`src/rtl/mems_report_scheduler_pkg.sv`:
```
`default_nettype none
// ============================================================================
//  Module : mems_sched_pkg
//  Source IDs, FSM encoding and round-robin helpers for the report scheduler.
//  Rev    : 1.0
// ============================================================================
package mems_sched_pkg;

  typedef enum logic [1:0] {
    SRC_SPI   = 2'd0,
    SRC_ANGLE = 2'd1,
    SRC_MID   = 2'd2
  } src_e;

  typedef enum logic [1:0] {
    IDLE = 2'd0,
    LOAD = 2'd1,
    HOLD = 2'd2,
    GAP  = 2'd3
  } state_e;

  localparam logic [15:0] HDR_TAG = 16'hA500;

  // First requesting source at or after ptr (req bit index = source ID).
  function automatic src_e rr_pick(input src_e ptr, input logic [2:0] req);
    src_e pick;
    int   idx;
    pick = ptr;
    for (int k = 2; k >= 0; k--) begin
      idx = (int'(ptr) + k) % 3;
      if (req[idx]) pick = src_e'(idx[1:0]);
    end
    return pick;
  endfunction

  function automatic src_e rr_next(input src_e src);
    case (src)
      SRC_SPI:   return SRC_ANGLE;
      SRC_ANGLE: return SRC_MID;
      default:   return SRC_SPI;
    endcase
  endfunction

endpackage
`default_nettype wire

```
`src/rtl/mems_report_scheduler_if.sv`:
```
`default_nettype none
// ============================================================================
//  Module : mems_report_scheduler_if
//  Report sources in, UART word sender and status out.
//  Rev    : 1.0
// ============================================================================
interface mems_report_scheduler_if;
  logic        enable;
  logic        receive_done;
  logic [15:0] receive_data_L;
  logic [15:0] receive_data_H;
  logic        signal_angle;
  logic        signal_mid;
  logic [15:0] uart_data;
  logic        uart_start;
  logic        busy;
  logic [1:0]  grant_src;
  logic        spi_overrun;

  modport slave (
    input  enable, receive_done, receive_data_L, receive_data_H,
           signal_angle, signal_mid,
    output uart_data, uart_start, busy, grant_src, spi_overrun
  );

  modport master (
    output enable, receive_done, receive_data_L, receive_data_H,
           signal_angle, signal_mid,
    input  uart_data, uart_start, busy, grant_src, spi_overrun
  );
endinterface
`default_nettype wire

```
`src/rtl/mems_report_scheduler_pulse_event_counter.sv`:
```
`default_nettype none
// ============================================================================
//  Module : pulse_event_counter
//  Synchronises an async pulse, counts rising edges (saturating), snapshot-and-clear.
//  Rev    : 1.0
// ============================================================================
module pulse_event_counter #(
  parameter int CNT_W = 16
) (
  input  wire logic             sclk,
  input  wire logic             rst_n,
  input  wire logic             pulse_in,
  input  wire logic             clear,
  output logic [CNT_W-1:0]      count,
  output logic                  request
);

  logic             r_sync1;
  logic             r_sync2;
  logic             r_sync3;
  logic             w_rise;
  logic [CNT_W-1:0] r_count;

  assign w_rise = r_sync2 & ~r_sync3;

  always_ff @(posedge sclk or negedge rst_n) begin
    if (!rst_n) begin
      r_sync1 <= 1'b0;
      r_sync2 <= 1'b0;
      r_sync3 <= 1'b0;
    end else begin
      r_sync1 <= pulse_in;
      r_sync2 <= r_sync1;
      r_sync3 <= r_sync2;
    end
  end

  // An edge coinciding with the snapshot starts the next count at 1.
  always_ff @(posedge sclk or negedge rst_n) begin
    if (!rst_n) begin
      r_count <= '0;
    end else if (clear) begin
      r_count <= w_rise ? CNT_W'(1) : '0;
    end else if (w_rise && (r_count != '1)) begin
      r_count <= r_count + CNT_W'(1);
    end
  end

  assign count   = r_count;
  assign request = (r_count != '0);

endmodule
`default_nettype wire

```
`src/rtl/mems_report_scheduler.sv`:
```
`default_nettype none
// ============================================================================
//  Module : mems_report_scheduler
//  Round-robin framing of SPI readback and pulse counts onto one UART sender.
//  Option : MEMS_SCHED_HEADER_EN prefixes each frame with HDR_TAG | grant_src.
//  Rev    : 1.0
// ============================================================================
module mems_report_scheduler
  import mems_sched_pkg::*;
#(
  parameter int unsigned START_HOLD = 6000,
  parameter int unsigned GAP_CYCLES = 500000,
  parameter int          CNT_W      = 16
) (
  input  wire logic               sclk,
  input  wire logic               rst_n,
  mems_report_scheduler_if.slave  bus
);

  logic             r_rd_d1;
  logic             r_rd_d2;
  logic             w_spi_edge;
  logic             r_spi_pend;
  logic [15:0]      r_spi_l;
  logic [15:0]      r_spi_h;
  logic             r_overrun;

  logic [CNT_W-1:0] w_angle_cnt;
  logic [CNT_W-1:0] w_mid_cnt;
  logic             w_angle_req;
  logic             w_mid_req;
  logic             w_clr_angle;
  logic             w_clr_mid;

  logic [2:0]       w_req;
  logic             w_grant;
  src_e             w_pick;
  src_e             r_rr_ptr;
  logic [1:0]       r_grant_src;

  state_e           r_state;
  state_e           w_state_next;
  logic [31:0]      r_timer;
  logic [1:0]       r_word_idx;
  logic [1:0]       r_nwords;
  logic             w_last_word;
  logic [2:0][15:0] r_words;
  logic [2:0][15:0] w_frame_words;
  logic [1:0]       w_frame_nwords;
  logic [15:0]      w_payload_lo;
  logic [15:0]      w_payload_hi;
  logic [15:0]      r_uart_data;

  pulse_event_counter #(.CNT_W(CNT_W)) u_angle (
    .sclk(sclk), .rst_n(rst_n), .pulse_in(bus.signal_angle),
    .clear(w_clr_angle), .count(w_angle_cnt), .request(w_angle_req)
  );

  pulse_event_counter #(.CNT_W(CNT_W)) u_mid (
    .sclk(sclk), .rst_n(rst_n), .pulse_in(bus.signal_mid),
    .clear(w_clr_mid), .count(w_mid_cnt), .request(w_mid_req)
  );

  assign w_spi_edge  = ~r_rd_d1 & r_rd_d2;
  assign w_req       = {w_mid_req, w_angle_req, r_spi_pend};
  assign w_grant     = (r_state == IDLE) && bus.enable && (w_req != 3'b000);
  assign w_pick      = rr_pick(r_rr_ptr, w_req);
  assign w_clr_angle = w_grant && (w_pick == SRC_ANGLE);
  assign w_clr_mid   = w_grant && (w_pick == SRC_MID);
  assign w_last_word = (r_word_idx == (r_nwords - 2'd1));

  // The grant snapshots the old buffer, so a same-cycle edge is not an overrun.
  always_ff @(posedge sclk or negedge rst_n) begin
    if (!rst_n) begin
      r_rd_d1    <= 1'b0;
      r_rd_d2    <= 1'b0;
      r_spi_pend <= 1'b0;
      r_spi_l    <= '0;
      r_spi_h    <= '0;
      r_overrun  <= 1'b0;
    end else begin
      r_rd_d1 <= bus.receive_done;
      r_rd_d2 <= r_rd_d1;
      if (w_spi_edge) begin
        r_spi_l    <= bus.receive_data_L;
        r_spi_h    <= bus.receive_data_H;
        r_spi_pend <= 1'b1;
      end else if (w_grant && (w_pick == SRC_SPI)) begin
        r_spi_pend <= 1'b0;
      end
      if (w_spi_edge && r_spi_pend && !(w_grant && (w_pick == SRC_SPI)))
        r_overrun <= 1'b1;
    end
  end

  always_comb begin
    w_payload_lo = r_spi_l;
    w_payload_hi = r_spi_h;
    case (w_pick)
      SRC_ANGLE: w_payload_lo = 16'(w_angle_cnt);
      SRC_MID:   w_payload_lo = 16'(w_mid_cnt);
      default:   ;
    endcase
`ifdef MEMS_SCHED_HEADER_EN
    w_frame_words  = {w_payload_hi, w_payload_lo, HDR_TAG | {14'd0, w_pick}};
    w_frame_nwords = (w_pick == SRC_SPI) ? 2'd3 : 2'd2;
`else
    w_frame_words  = {16'd0, w_payload_hi, w_payload_lo};
    w_frame_nwords = (w_pick == SRC_SPI) ? 2'd2 : 2'd1;
`endif
  end

  always_comb begin
    w_state_next = r_state;
    case (r_state)
      IDLE: if (w_grant) w_state_next = LOAD;
      LOAD: w_state_next = HOLD;
      HOLD: if (r_timer == 32'(START_HOLD - 1)) w_state_next = GAP;
      GAP:  if (r_timer == 32'(GAP_CYCLES - 1))
              w_state_next = w_last_word ? IDLE : LOAD;
      default: w_state_next = IDLE;
    endcase
  end

  always_ff @(posedge sclk or negedge rst_n) begin
    if (!rst_n) begin
      r_state <= IDLE;
      r_timer <= '0;
    end else begin
      r_state <= w_state_next;
      if (r_state != w_state_next) r_timer <= '0;
      else                         r_timer <= r_timer + 32'd1;
    end
  end

  always_ff @(posedge sclk or negedge rst_n) begin
    if (!rst_n) begin
      r_words     <= '0;
      r_nwords    <= '0;
      r_word_idx  <= '0;
      r_grant_src <= '0;
      r_rr_ptr    <= SRC_SPI;
      r_uart_data <= '0;
    end else begin
      if (w_grant) begin
        r_words     <= w_frame_words;
        r_nwords    <= w_frame_nwords;
        r_word_idx  <= '0;
        r_grant_src <= w_pick;
        r_rr_ptr    <= rr_next(w_pick);
      end else if ((r_state == GAP) && (w_state_next == LOAD)) begin
        r_word_idx  <= r_word_idx + 2'd1;
      end
      if (r_state == LOAD) r_uart_data <= r_words[r_word_idx];
    end
  end

  assign bus.uart_data   = r_uart_data;
  assign bus.uart_start  = (r_state == HOLD);
  assign bus.busy        = (r_state != IDLE);
  assign bus.grant_src   = r_grant_src;
  assign bus.spi_overrun = r_overrun;

endmodule
`default_nettype wire
```
`src/flat_wrapper.sv`:
```
// flat-port wrapper written by rule: the top's interface ports become plain ports
module mems_report_scheduler_flat import mems_sched_pkg::*;
#(
  parameter int unsigned START_HOLD = 6000,
  parameter int unsigned GAP_CYCLES = 500000,
  parameter int          CNT_W      = 16
)
  (sclk, rst_n, bus_enable, bus_receive_done, bus_receive_data_L, bus_receive_data_H, bus_signal_angle, bus_signal_mid, bus_uart_data, bus_uart_start, bus_busy, bus_grant_src, bus_spi_overrun);
  mems_report_scheduler_if bus_i ();
  input  wire logic sclk;
  input  wire logic rst_n;
  input wire logic [$bits(bus_i.enable)-1:0] bus_enable;
  input wire logic [$bits(bus_i.receive_done)-1:0] bus_receive_done;
  input wire logic [$bits(bus_i.receive_data_L)-1:0] bus_receive_data_L;
  input wire logic [$bits(bus_i.receive_data_H)-1:0] bus_receive_data_H;
  input wire logic [$bits(bus_i.signal_angle)-1:0] bus_signal_angle;
  input wire logic [$bits(bus_i.signal_mid)-1:0] bus_signal_mid;
  output wire logic [$bits(bus_i.uart_data)-1:0] bus_uart_data;
  output wire logic [$bits(bus_i.uart_start)-1:0] bus_uart_start;
  output wire logic [$bits(bus_i.busy)-1:0] bus_busy;
  output wire logic [$bits(bus_i.grant_src)-1:0] bus_grant_src;
  output wire logic [$bits(bus_i.spi_overrun)-1:0] bus_spi_overrun;
  assign bus_i.enable = bus_enable;
  assign bus_i.receive_done = bus_receive_done;
  assign bus_i.receive_data_L = bus_receive_data_L;
  assign bus_i.receive_data_H = bus_receive_data_H;
  assign bus_i.signal_angle = bus_signal_angle;
  assign bus_i.signal_mid = bus_signal_mid;
  assign bus_uart_data = bus_i.uart_data;
  assign bus_uart_start = bus_i.uart_start;
  assign bus_busy = bus_i.busy;
  assign bus_grant_src = bus_i.grant_src;
  assign bus_spi_overrun = bus_i.spi_overrun;
  mems_report_scheduler #(.START_HOLD(START_HOLD), .GAP_CYCLES(GAP_CYCLES), .CNT_W(CNT_W)) u_core (.sclk(sclk), .rst_n(rst_n), .bus(bus_i));
endmodule
```
`config.mk`:
```
export PLATFORM = sky130hd
export DESIGN_NAME = mems_report_scheduler_flat
export DESIGN_NICKNAME = d
export VERILOG_FILES = /design/src/rtl/mems_report_scheduler_pkg.sv /design/src/rtl/mems_report_scheduler_if.sv /design/src/rtl/mems_report_scheduler_pulse_event_counter.sv /design/src/rtl/mems_report_scheduler.sv /design/src/flat_wrapper.sv
export SDC_FILE = /design/constraint.sdc
export NUM_CORES = 1
export LEC_CHECK = 0
export ABC_CLOCK_PERIOD_IN_PS = 7000
export CORE_MARGIN = 2
export CORE_UTILIZATION = 50
export CTS_BUF_LIST = sky130_fd_sc_hd__clkbuf_16
export DETAILED_ROUTE_END_ITERATION = 8
export PLACE_DENSITY = 0.73
export SYNTH_ARGS = -nofsm -noshare
export SYNTH_HDL_FRONTEND = slang
export SYNTH_HIERARCHICAL = 1
export SYNTH_SLANG_ARGS = --single-unit
```
`constraint.sdc`:
```
create_clock -name sclk -period 7 [get_ports sclk]
set_input_delay 0.7 -clock sclk [delete_from_list [all_inputs] [get_ports sclk]]
set_output_delay 0.7 -clock sclk [all_outputs]
set_load 0.03 [all_outputs]
```
==> results of run 1 <==
==> power groups by stage <==
stage	Clock (mW)	Combinational [mW]	Sequential (mW)
final	0.861	0.310	1.17
after global placement	0	0.300	1.17
after detailed placement	0	0.308	1.18
after floorplan	0	0.232	1.14
after global routing	0.922	0.350	1.19
after CTS	0.882	0.311	1.16
==> cells by family after synthesis <==
kind of cell    Yosys count  synth area share, %
mux                      53                 7.08
compound gates          156                 12.2
buf+inv                  64                 3.97
simple gates            328                 21.3
flops                   164                 50.1
fa+ha+maj                13                 1.98
xor+xnor                 31                 3.31
==> worst max-delay path by stage <==
stage	startpoint	to	slack (ns)	cells past startpoint
after floorplan	u_core/u_mid/count[0]$_DFFE_PN0P_	u_core/u_mid/count[10]$_DFFE_PN0P_	3.25	18
after global placement	u_core/u_mid/count[10]$_DFFE_PN0P_	u_core/u_angle/count[14]$_DFFE_PN0P_	3.15	11
after detailed placement	u_core/u_mid/count[9]$_DFFE_PN0P_	u_core/u_angle/count[14]$_DFFE_PN0P_	3.12	11
after CTS	u_core/u_mid/count[0]$_DFFE_PN0P_	u_core/u_angle/count[14]$_DFFE_PN0P_	3.09	13
after global routing	u_core/u_mid/count[10]$_DFFE_PN0P_	u_core/u_angle/count[14]$_DFFE_PN0P_	2.63	11
final	u_core/u_mid/count[10]$_DFFE_PN0P_	u_core/u_angle/count[14]$_DFFE_PN0P_	3.02	11
==> sequential cells by signal, summed over array words and instances (netlist names), 2 cells and up <==
register,cells
u_core/bus.grant_src,2
u_core/bus.uart_data,16
u_core/r_nwords,2
u_core/r_rr_ptr,2
u_core/r_spi_h,16
u_core/r_spi_l,16
u_core/r_state,2
u_core/r_timer,32
u_core/r_word_idx,2
u_core/r_words,32
u_core/u_angle/count,16
u_core/u_mid/count,16
==> final cells by class <==
type	instances	area, um^2	area share [%]
flip-flops and latches	164	4100	43.8
multi-input cells	581	3790	40.4
repair buffers	61	604	6.45
clock buffers	17	425	4.54
well taps	216	270	2.88
clock inverters	14	111	1.19
inverters	18	67.6	0.721
==> routing by layer <==
layer / track usage [%] / vias up / wire length (um)
met1: 30.7 / 3016 / 8470
li1: - / 2943 / -
met2: 32.4 / 162 / 8210
met3: 5.11 / 18 / 805
met4: 5.37 / 0 / 186
met5: 0 / - / 0
==> cells in the mapped netlist (all sizes together) (5+ instances only) <==
cell type  number  area share (%)
ha             13             2.0
and4            6            0.69
dfrtp         164              50
nor2b           9            0.69
o31a            6            0.70
nor4           16             2.0
nand4          28             2.9
inv            18            0.82
mux2i          19             2.3
a22oi          16             1.5
or3             7            0.60
and3            7            0.53
nand3          16            0.98
nand2         138             6.3
nor2           52             2.4
nor3b           5            0.46
a21oi          31             2.0
buf            11             1.1
xor2           17             1.8
or4            20             2.0
xnor2          14             1.5
nor3            8            0.49
o21ai          59             3.6
o31ai          24             2.3
clkbuf         33             1.8
mux2           34             4.8
==> cell usage in the layout, fill, tap and decap left out, drive strengths merged, types with 3 or more instances in the layout <==
cell / n
buf: 4
nand3: 16
nor2: 52
nor2b: 9
nand2: 138
nand4: 28
o31a: 6
clkdlybuf4s50: 57
o21ai: 59
mux2: 34
and4: 6
mux2i: 19
nor3b: 5
a22oi: 16
nand2b: 4
a21oi: 31
o31ai: 24
clkbuf: 17
and2: 4
ha: 13
o21ba: 4
xnor2: 14
inv: 21
xor2: 17
dfrtp: 164
clkinv: 9
or4: 20
nor3: 8
nor4: 16
o21a: 3
and3: 7
or3: 7
==> worst max-delay path: stages (launching register included) <==
cell,delay [ns]
sky130_fd_sc_hd__dfrtp_1,0.47
sky130_fd_sc_hd__nor4_1,0.35
sky130_fd_sc_hd__nand4_1,0.48
sky130_fd_sc_hd__nor2b_1,0.30
sky130_fd_sc_hd__o21ai_0,0.14
sky130_fd_sc_hd__o21ai_0,0.10
sky130_fd_sc_hd__a21oi_1,0.15
sky130_fd_sc_hd__a221o_1,0.24
sky130_fd_sc_hd__ha_1,0.54
sky130_fd_sc_hd__and2_1,0.69
sky130_fd_sc_hd__nor2b_1,0.10
sky130_fd_sc_hd__mux2_4,0.29
==> through the flow <==
stage | instances | setup WS, ns
2_1_floorplan | 809 | 3.25
3_3_place_gp | 1040 | 3.15
4_1_cts | 1071 | 3.09
3_5_place_dp | 1040 | 3.12
6_report | 1071 | 3.02
5_1_grt | 1071 | 2.63
==> results.rst, run 1 <==
.. list-table::
   :header-rows: 1

   * - Metric
     - Value
   * - Clock-pin slew on the worst setup and hold paths
     - 0.06 ns
   * - Dpl hpwl
     - 11.8 mm
   * - Max capacitance violation total
     - 0
   * - Main synth FF type
     - sky130_fd_sc_hd__dfrtp_1
   * - Number of buffers added on ports
     - 58
   * - Average size of a mapped cell
     - 10.1 um^2
   * - Distinct cell type count of the synthesized netlist
     - 63
   * - Number of buffers inserted for hold repair after clock tree synthesis
     - 0
   * - Number of buffers inserted during clock tree synthesis
     - 17
   * - Cell depth of the worst flop-to-flop path
     - 11
   * - Total number of H-tree levels
     - 4
   * - Buffer count from post-CTS setup fixing
     - 0
   * - Kind of critical path
     - flop to flop
   * - Slew at the pin with the worst max-slew slack
     - 1.15 ns
   * - Floorplan core area
     - 0.0159 mm^2
   * - Worst slew margin
     - 22.5%
   * - Endpoint of the most critical register-to-register path
     - u_core/u_angle/count[14]$_DFFE_PN0P_
   * - TritonCTS clock tree
     - done
   * - DRC errors left
     - 0
   * - Die X-Extent
     - 132 um
   * - Area of the mapped netlist
     - 0.00820 mm^2
   * - Clock share of power
     - 36.8%
   * - Vias per cell
     - 5.73
   * - VDD IR-drop max
     - 0.214 mV
   * - Post-route core utilization
     - 58.8%
   * - Sequential cell fraction of total power
     - 50.0%
   * - Vias
     - 6,139
   * - Total GRT Usage
     - 21.3%
   * - Setup-violating endpoint count in the final report
     - 0
   * - Die Area
     - 0.0174 mm^2
   * - Worst setup EP type
     - flop
   * - Clk sinks
     - 164
   * - Arrival time of the worst setup path
     - 4.28 ns
   * - Startpoint of the worst-slack reg-to-reg timing path
     - u_core/u_mid/count[10]$_DFFE_PN0P_
   * - Hold Fails Final Rpt
     - 0
   * - Number of nets with antenna violations after detailed routing
     - 0
   * - Synth Register Bits
     - 164
   * - Number of cell rows
     - 46
   * - Period Utilization, post-route
     - 56.8%
   * - Switch Pwr
     - 0.673 mW
   * - HP Class
     - input pin to async pin
   * - Sum of negative setup slack
     - 0 ns
   * - Total iterations of the first detailed-routing run
     - 5
   * - Gate count of the mapped netlist
     - 809
   * - Count of boundary I/O pins
     - 59
   * - Number of max-slew violations in the final report
     - 0
   * - Sum of internal, switching and leakage power
     - 2.34 mW
   * - Highest achievable clock rate
     - 252 MHz
   * - Global route total overflow
     - 0
   * - Final hold slack
     - 0.345 ns
   * - RSZ-0062 raised after global routing
     - false
   * - Fraction of layout instances using a drive strength above 1
     - 12.6%
   * - Fraction of registers with async set/reset
     - 100%
   * - Final wirelength
     - 17.7 mm
   * - Design internal power
     - 1.67 mW
   * - Min cycle time layout
     - 3.98 ns
   * - Number of resized instances in the post-cts repair step
     - 0
   * - Number of enable flip-flop cells after synthesis
     - 0
   * - Height of the chip
     - 132 um
   * - Result of the run
     - complete, no violations
   * - Pwr/cell area
     - 250 mW/mm^2
   * - Fin Clk Skew
     - 0.00935 ns
   * - Reg-to-reg setup timing slack
     - 3.02 ns
   * - Total non-filler cell area in the finished layout
     - 0.00937 mm^2
   * - Number of global-route vias before repair
     - 5,896
   * - Filler instances
     - 1,380
   * - Kind of launch point of the worst setup path
     - flop
   * - Required time worst endpoint
     - 7.31 ns
   * - Wire length of the first global-routing pass
     - 30.0 mm
   * - Worst-path fanout max
     - 18
   * - Routed wire per std cell
     - 16.5 um
   * - Worst skew pair latency
     - 0.43 ns
   * - Initial DRC count
     - 603
   * - Worst-case clock buffer depth
     - 2
   * - Maximum number of pins on one net before global-route repair
     - 95
   * - Share of synthesized area occupied by flip-flops and latches
     - 50.1%
   * - CTS root buffer
     - sky130_fd_sc_hd__clkbuf_16
   * - Post-layout nets
     - 894
   * - Logic pwr share
     - 13.2%
   * - Leak
     - 3.97 nW
   * - Initial core utilization
     - 51.4%
   * - Ant. Diodes
     - 0
   * - Routability congestion estimate
     - 0.864
   * - Net count after synthesis
     - 860
   * - Warning count from the yosys run
     - 6
   * - Area of placed instances
     - 0.00884 mm^2
   * - Area growth from synthesis to final layout
     - 14.4%
   * - Antenna violations before repair
     - 0
   * - Net Sw Frac
     - 28.7%
(Power assumes the default switching activity.)
==> inputs of run 2 (changes only) <==
Settings changed: ABC_CLOCK_PERIOD_IN_PS 7000 to 3200, PLACE_DENSITY 0.73 to 0.75.
Clock period 7 ns to 3.2 ns, I/O delays scaled along.
==> results.rst, run 2 (synthesis results as in run 1) <==
.. list-table::
   :header-rows: 1

   * - Metric
     - Value
   * - Final wirelength
     - 19.3 mm (was 17.7 mm)
   * - Fin Clk Skew
     - 0.0113 ns (was 0.00935 ns)
   * - Total iterations of the first detailed-routing run
     - 5 (unchanged)
   * - Leading cell types in the layout, fill and taps excluded
     - 164 x sky130_fd_sc_hd__dfrtp_1, 138 x sky130_fd_sc_hd__nand2_1, 57 x sky130_fd_sc_hd__clkdlybuf4s50_1, 57 x sky130_fd_sc_hd__o21ai_0, 52 x sky130_fd_sc_hd__nor2_1 (unchanged)
   * - Filler instances
     - 1,303 (was 1,380)
   * - Die X-Extent
     - 132 um (unchanged)
   * - Antenna violations before repair
     - 0 (unchanged)
   * - Result of the run
     - complete, no violations (unchanged)
   * - Post-placement setup slack
     - 0.152 ns (was 3.12 ns)
   * - HP Class
     - input pin to flop (was input pin to async pin)
   * - Number of max-slew violations in the final report
     - 0 (unchanged)
   * - Worst setup EP type
     - flop (unchanged)
   * - Kind of critical path
     - flop to flop (unchanged)
   * - Slew at the pin with the worst max-slew slack
     - 1.02 ns (was 1.15 ns)
   * - Maximum number of pins on one net before global-route repair
     - 55 (was 95)
   * - Area of the multi-input gates
     - 0.00384 mm^2 (was 0.00379 mm^2)
   * - Number of cell rows
     - 46 (unchanged)
   * - Number of global-route vias before repair
     - 6,263 (was 5,896)
   * - Dpl hpwl
     - 12.8 mm (was 11.8 mm)
   * - Worst skew pair latency
     - 0.44 ns (was 0.43 ns)
   * - Highest achievable clock rate
     - 331 MHz (was 252 MHz)
   * - Arrival time of the worst setup path
     - 3.35 ns (was 4.28 ns)
   * - Post-layout nets
     - 936 (was 894)
   * - DRC errors left
     - 0 (unchanged)
   * - Ant. Diodes
     - 0 (unchanged)
   * - Area growth from synthesis to final layout
     - 20.6% (was 14.4%)
   * - Die Area
     - 0.0174 mm^2 (unchanged)
   * - Routed wire per std cell
     - 17.3 um (was 16.5 um)
   * - Total number of H-tree levels
     - 4 (unchanged)
   * - Required time worst endpoint
     - 3.53 ns (was 7.31 ns)
   * - Worst path max stage delay
     - 0.46 ns (was 0.69 ns)
   * - Largest registers ranked by flip-flop count
     - u_core/r_timer x32, u_core/r_words x32 (unchanged)
   * - Routability congestion estimate
     - 0.932 (was 0.864)
   * - Height of the chip
     - 132 um (unchanged)
   * - Kind of launch point of the worst setup path
     - flop (unchanged)
   * - Wire length of the first global-routing pass
     - 32.3 mm (was 30.0 mm)
   * - Worst slew margin
     - 31.5% (was 22.5%)
   * - Min cycle time layout
     - 3.03 ns (was 3.98 ns)
   * - Total GRT Usage
     - 23.0% (was 21.3%)
   * - Vias
     - 6,481 (was 6,139)
   * - Number of buffers inserted during clock tree synthesis
     - 17 (unchanged)
   * - Cell type with the highest occurrence count on the critical path
     - sky130_fd_sc_hd__inv_1
   * - Max capacitance violation total
     - 0 (unchanged)
   * - Worst-path fanout max
     - 10 (was 18)
   * - Fin worst setup slack
     - 0.175 ns (was 3.02 ns)
   * - Number of nets with antenna violations after detailed routing
     - 0 (unchanged)
   * - Number of buffers added on ports
     - 58 (unchanged)
   * - CTS root buffer
     - sky130_fd_sc_hd__clkbuf_16 (unchanged)
   * - Number of placed instances, taps included
     - 1,080 (was 1,040)
   * - Clock-pin slew on the worst setup and hold paths
     - 0.07 ns (was 0.06 ns)
   * - Period Utilization, post-route
     - 94.5% (was 56.8%)
   * - Slowest library cell on the worst path
     - sky130_fd_sc_hd__dfrtp_1 (was sky130_fd_sc_hd__and2_1)
   * - Hold Fails Final Rpt
     - 0 (unchanged)
   * - Worst-case clock buffer depth
     - 2 (unchanged)
   * - Number of cells in the finished layout apart from fillers
     - 1,114 (was 1,071)
   * - Cells along the critical path
     - nor4_1 > nand4_1 > inv_1 > a21oi_1 > nor2_1 > o221ai_1 > a221o_2 > inv_1 > ha_4 > and2_1 > buf_4 > o21ba_2 (was nor4_1 > nand4_1 > nor2b_1 > o21ai_0 > o21ai_0 > a21oi_1 > a221o_1 > ha_1 > and2_1 > nor2b_1 > mux2_4)
   * - CP bufs+invs
     - 3 (was 0)
   * - Clk sinks
     - 164 (unchanged)
   * - Fraction of layout instances using a drive strength above 1
     - 17.8% (was 12.6%)
   * - Leak
     - 4.23 nW (was 3.97 nW)
   * - VDD IR-drop max
     - 0.566 mV (was 0.214 mV)
   * - Setup-violating endpoint count in the final report
     - 0 (unchanged)
   * - Initial core utilization
     - 51.4% (unchanged)
   * - Initial DRC count
     - 509 (was 603)
   * - FF/Latch Area
     - 0.00410 mm^2 (unchanged)
   * - Largest delay contributor family on the critical path
     - simple AND/OR/NAND/NOR gates (unchanged)
   * - Pwr/cell area
     - 580 mW/mm^2 (was 250 mW/mm^2)
   * - Count of boundary I/O pins
     - 59 (unchanged)
   * - Global route total overflow
     - 0 (unchanged)
   * - Commonest non-fill, non-tap cell in the layout
     - sky130_fd_sc_hd__dfrtp_1 (unchanged)
   * - Floorplan core area
     - 0.0159 mm^2 (unchanged)
   * - Vias per cell
     - 5.82 (was 5.73)
   * - TritonCTS clock tree
     - done (unchanged)
run 2: changes by cell type in the layout (fill, tap and decap cells not counted), moves of 3 or more:
cell / before / now
sky130_fd_sc_hd__clkinv_1: 4 / 1
sky130_fd_sc_hd__bufinv_16: 1 / 5
sky130_fd_sc_hd__ha_1: 13 / 10
sky130_fd_sc_hd__buf_4: 3 / 41
run 2: stage by stage:
stage / setup TNS [ns] / total power [mW] / util, % / cell area (um^2) / hold WS (ns)
2_1_floorplan: 0 / 3.00 / - / 8200 / 0.0244
3_3_place_gp: 0 / 3.42 / 57.5 / 9160 / 0.294
3_5_place_dp: 0 / 3.45 / 57.5 / 9160 / 0.294
4_1_cts: 0 / 5.73 / 61.6 / 9820 / 0.312
5_1_grt: -0.0580 / 5.94 / 62.0 / 9880 / 0.312
6_report: 0 / 5.73 / 62.0 / 9880 / 0.321
run 2: metal layers:
layer | up-vias | share of wire [%] | GRT usage [%]
li1 | 3042 | - | -
met4 | 0 | 1.7 | 7.00
met3 | 32 | 6.1 | 4.50
met2 | 219 | 47 | 36.1
met5 | - | 0 | 0
met1 | 3188 | 45 | 32.5
run 2: report_power, final:
| group | total (mW) | internal [mW] | switching (mW) | leakage (nW) |
|---|---|---|---|---|
| Clock | 2.27 | 1.39 | 0.875 | 0.315 |
| Combinational | 1.03 | 0.452 | 0.581 | 1.86 |
| Sequential | 2.43 | 2.27 | 0.168 | 2.05 |
| Total | 5.73 | 4.11 | 1.62 | 4.23 |
run 2: path summary, 6_finish.rpt:
| check | depth (start not counted) | slack, ns | to | startpoint |
|---|---|---|---|---|
| setup / recovery | 12 | 0.17 | u_core/u_mid/count[7]$_DFFE_PN0P_ | u_core/u_angle/count[4]$_DFFE_PN0P_ |
| max in group asynchronous | 3 | 2.01 | u_core/u_mid/count[11]$_DFFE_PN0P_ | rst_n |
| hold reg to reg | 0 | 0.35 | u_core/u_mid/r_sync2$_DFF_PN0_ | u_core/u_mid/r_sync1$_DFF_PN0_ |
| hold / removal | 1 | 0.32 | u_core/u_mid/r_sync1$_DFF_PN0_ | bus_signal_mid |
| setup reg to reg | 12 | 0.17 | u_core/u_mid/count[7]$_DFFE_PN0P_ | u_core/u_angle/count[4]$_DFFE_PN0P_ |
| min in group asynchronous | 2 | 0.39 | u_core/r_timer[22]$_DFF_PN0_ | rst_n |
run 2: cell type report:
class                           instances  share of cell area (%)
Clock buffer                           17                    4.30
Clock inverter                         15                    2.27
Inverter                               18                   0.684
Multi-Input combinational cell        581                    38.9
Sequential cell                       164                    41.5
Tap cell                              216                    2.73
Timing Repair Buffer                  103                    9.62
run 2: timing repair:
item,CTS,global route
setup buffers,0,1
endpoints found under the hold margin,49,0
resized for setup,0,11
hold buffers,1,0
setup endpoints to repair,0,34
==> inputs of run 3 (changes only) <==
Settings changed: CELL_PAD_IN_SITES_DETAIL_PLACEMENT set to 2, CELL_PAD_IN_SITES_GLOBAL_PLACEMENT set to 2, CORE_UTILIZATION 50 to 35, PLACE_DENSITY 0.75 to 0.8.
==> results.rst, run 3 (synthesis results as in run 1) <==
.. list-table::
   :header-rows: 1

   * - Metric
     - Value
   * - Result of the run
     - finished, violations left (was complete, no violations)
   * - Failing checks
     - setup timing
   * - Global route total overflow
     - 0 (unchanged)
   * - Total number of H-tree levels
     - 4 (unchanged)
   * - Number of cells in the finished layout apart from fillers
     - 1,221 (was 1,114)
   * - Worst-path fanout max
     - 11 (was 10)
   * - Min cycle time layout
     - 3.27 ns (was 3.03 ns)
   * - Design internal power
     - 3.87 mW (was 4.11 mW)
   * - Max capacitance violation total
     - 0 (unchanged)
   * - Worst skew pair latency
     - 0.44 ns (about the same)
   * - Largest delay contributor family on the critical path
     - compound AO/OA/AOI/OAI gates (was simple AND/OR/NAND/NOR gates)
   * - CTS root buffer
     - sky130_fd_sc_hd__clkbuf_16 (unchanged)
   * - Dpl hpwl
     - 16.8 mm (was 12.8 mm)
   * - Number of buffers added on ports
     - 58 (unchanged)
   * - Fin Clk Skew
     - 0.0141 ns (was 0.0113 ns)
   * - Required time worst endpoint
     - 3.51 ns (was 3.53 ns)
   * - Kind of launch point of the worst setup path
     - flop (unchanged)
   * - Arrival time of the worst setup path
     - 3.58 ns (was 3.35 ns)
   * - Logic pwr share
     - 19.9% (was 18.0%)
   * - Number of placed instances, taps included
     - 1,184 (was 1,080)
   * - Height of the chip
     - 157 um (was 132 um)
   * - Fin worst setup slack
     - -0.0652 ns (was 0.175 ns)
   * - DRC errors left
     - 0 (unchanged)
   * - Post-placement setup slack
     - -0.0426 ns (was 0.152 ns)
   * - Routed wire per std cell
     - 21.2 um (was 17.3 um)
   * - Routability congestion estimate
     - 0.822 (was 0.932)
   * - Leak
     - 4.27 nW (was 4.23 nW)
   * - Net Sw Frac
     - 32.1% (was 28.3%)
   * - Setup-violating endpoint count in the final report
     - 11 (was 0)
   * - RSZ-0062 raised after global routing
     - true
   * - Sum of internal, switching and leakage power
     - 5.70 mW (was 5.73 mW)
   * - Worst path max stage delay
     - 0.39 ns (was 0.46 ns)
   * - Slew at the pin with the worst max-slew slack
     - 0.906 ns (was 1.02 ns)
   * - Antenna violations before repair
     - 0 (unchanged)
   * - Post-layout nets
     - 946 (was 936)
   * - Ant. Diodes
     - 0 (unchanged)
   * - VDD IR-drop max
     - 0.246 mV (was 0.566 mV)
   * - Clock share of power
     - 37.3% (was 39.5%)
   * - Leading cell types in the layout, fill and taps excluded
     - 163 x sky130_fd_sc_hd__dfrtp_1, 138 x sky130_fd_sc_hd__nand2_1, 57 x sky130_fd_sc_hd__clkdlybuf4s50_1 (was 164 x sky130_fd_sc_hd__dfrtp_1, 138 x sky130_fd_sc_hd__nand2_1, 57 x sky130_fd_sc_hd__clkdlybuf4s50_1, 57 x sky130_fd_sc_hd__o21ai_0, 52 x sky130_fd_sc_hd__nor2_1)
   * - Hold Fails Final Rpt
     - 0 (unchanged)
   * - Highest achievable clock rate
     - 306 MHz (was 331 MHz)
   * - CP bufs+invs
     - 3 (unchanged)
   * - Worst-case clock buffer depth
     - 2 (unchanged)
   * - Count of boundary I/O pins
     - 59 (unchanged)
   * - Die X-Extent
     - 157 um (was 132 um)
   * - Floorplan core area
     - 0.0228 mm^2 (was 0.0159 mm^2)
   * - Slowest library cell on the worst path
     - sky130_fd_sc_hd__dfrtp_1 (unchanged)
   * - Vias per cell
     - 5.46 (was 5.82)
   * - Number of nets with antenna violations after detailed routing
     - 0 (unchanged)
   * - Vias
     - 6,670 (was 6,481)
   * - Total GRT Usage
     - 21.6% (was 23.0%)
   * - Sequential cell fraction of total power
     - 42.8% (was 42.4%)
   * - Period Utilization, post-route
     - 102% (was 94.5%)
   * - Wire length of the first global-routing pass
     - 41.4 mm (was 32.3 mm)
   * - Kind of critical path
     - flop to flop (unchanged)
   * - Worst setup EP type
     - flop (unchanged)
   * - Commonest non-fill, non-tap cell in the layout
     - sky130_fd_sc_hd__dfrtp_1 (unchanged)
   * - Clk sinks
     - 164 (unchanged)
   * - Final wirelength
     - 25.9 mm (was 19.3 mm)
   * - Largest registers ranked by flip-flop count
     - u_core/r_timer x32, u_core/r_words x32 (unchanged)
   * - Clock-pin slew on the worst setup and hold paths
     - 0.08 ns (was 0.07 ns)
   * - Number of global-route vias before repair
     - 7,429 (was 6,263)
   * - Initial DRC count
     - 346 (was 509)
   * - Area growth from synthesis to final layout
     - 23.0% (was 20.6%)
   * - HP Class
     - input pin to flop (unchanged)
   * - Die Area
     - 0.0247 mm^2 (was 0.0174 mm^2)
   * - Filler instances
     - 2,416 (was 1,303)
   * - Fraction of layout instances using a drive strength above 1
     - 19.9% (was 17.8%)
   * - Cells along the critical path
     - inv_1 > ha_1 > nor3b_4 > nand4_1 > nor2b_1 > o21ai_0 > o21ai_0 > a21oi_1 > a221o_1 > inv_1 > ha_4 > buf_4 > a22oi_1 > nand2_1 > o21ai_0 > o21ai_1 (was nor4_1 > nand4_1 > inv_1 > a21oi_1 > nor2_1 > o221ai_1 > a221o_2 > inv_1 > ha_4 > and2_1 > buf_4 > o21ba_2)
   * - Switch Pwr
     - 1.83 mW (was 1.62 mW)
   * - Cell type with the highest occurrence count on the critical path
     - sky130_fd_sc_hd__o21ai_0 (was sky130_fd_sc_hd__inv_1)
   * - Worst slew margin
     - 39.5% (was 31.5%)
   * - Number of max-slew violations in the final report
     - 0 (unchanged)
   * - Pwr/cell area
     - 565 mW/mm^2 (was 580 mW/mm^2)
   * - Maximum number of pins on one net before global-route repair
     - 80 (was 55)
   * - Number of cell rows
     - 55 (was 46)
   * - Total iterations of the first detailed-routing run
     - 4 (was 5)
   * - TritonCTS clock tree
     - done (unchanged)
   * - Number of buffers inserted during clock tree synthesis
     - 17 (unchanged)
   * - Initial core utilization
     - 35.9% (was 51.4%)
-- run 3: worst register-to-register path: stages, from the launching register on --
cell,delay (ns)
sky130_fd_sc_hd__dfrtp_1,0.39
sky130_fd_sc_hd__inv_1,0.12
sky130_fd_sc_hd__ha_1,0.16
sky130_fd_sc_hd__nor3b_4,0.19
sky130_fd_sc_hd__nand4_1,0.26
sky130_fd_sc_hd__nor2b_1,0.23
sky130_fd_sc_hd__o21ai_0,0.18
sky130_fd_sc_hd__o21ai_0,0.12
sky130_fd_sc_hd__a21oi_1,0.21
sky130_fd_sc_hd__a221o_1,0.22
sky130_fd_sc_hd__inv_1,0.11
sky130_fd_sc_hd__ha_4,0.21
sky130_fd_sc_hd__buf_4,0.20
sky130_fd_sc_hd__a22oi_1,0.22
sky130_fd_sc_hd__nand2_1,0.08
sky130_fd_sc_hd__o21ai_0,0.13
sky130_fd_sc_hd__o21ai_1,0.11
-- run 3: through the flow --
stage                     area (um^2)  setup TNS, ns  hold slack [ns]  utilization (%)
after global placement           9340              0            0.334             40.9
after detailed placement         9340        -0.0575            0.340             40.9
final                           10100         -0.284            0.315             44.1
after CTS                        9980              0            0.301             43.7
after floorplan                  8200              0           0.0244                -
after global routing            10100          -4.33            0.307             44.1
-- run 3: cell type report --
cell class                      instances  area, um^2  share of cell area [%]
Multi-Input combinational cell        581        3880                    38.4
Tap cell                              313         392                    3.88
Clock inverter                         15         179                    1.77
Timing Repair Buffer                  113        1040                    10.3
Clock buffer                           17         425                    4.22
Sequential cell                       164        4110                    40.7
Inverter                               18        67.6                   0.670
-- run 3: power by group through the flow --
stage,logic [mW],clock network (mW),registers [mW]
after floorplan,0.508,0,2.49
after global placement,1.03,0,2.44
after detailed placement,1.07,0,2.45
after CTS,1.11,2.18,2.43
after global routing,1.23,2.25,2.46
final,1.13,2.12,2.44
-- run 3: what timing repair did --
action,in CTS,in global routing
pin swaps,1,5
hold buffers,1,0
setup endpoints to repair,17,38
hold endpoints to repair,75,0
resized for setup,4,22
buffers inserted,1,3
-- run 3: final timing paths --
kind | start | endpoint | slack, ns | cells after the start
min in group asynchronous | rst_n | u_core/u_angle/r_sync2$_DFF_PN0_ | 0.48 | 2
max in group asynchronous | rst_n | u_core/r_timer[3]$_DFF_PN0_ | 1.74 | 3
worst min-delay path | bus_signal_mid | u_core/u_mid/r_sync1$_DFF_PN0_ | 0.32 | 1
worst max-delay path | u_core/u_mid/count[0]$_DFFE_PN0P_ | u_core/r_words[13]$_DFFE_PN0P_ | -0.07 | 16
worst min register to register | u_core/u_angle/r_sync1$_DFF_PN0_ | u_core/u_angle/r_sync2$_DFF_PN0_ | 0.36 | 0
worst max register to register | u_core/u_mid/count[0]$_DFFE_PN0P_ | u_core/r_words[13]$_DFFE_PN0P_ | -0.07 | 16
-- run 3: per-layer routing --
layer  routed length [um]  share of wire [%]  up-vias  GRT usage (%)
li1                     -                  -     3052              -
met1                11300                 44     3465           27.7
met2                13300                 51      115           37.8
met3                  858                3.3       38           3.00
met4                  434                1.7        0           6.75
met5                    0                  0        -              0
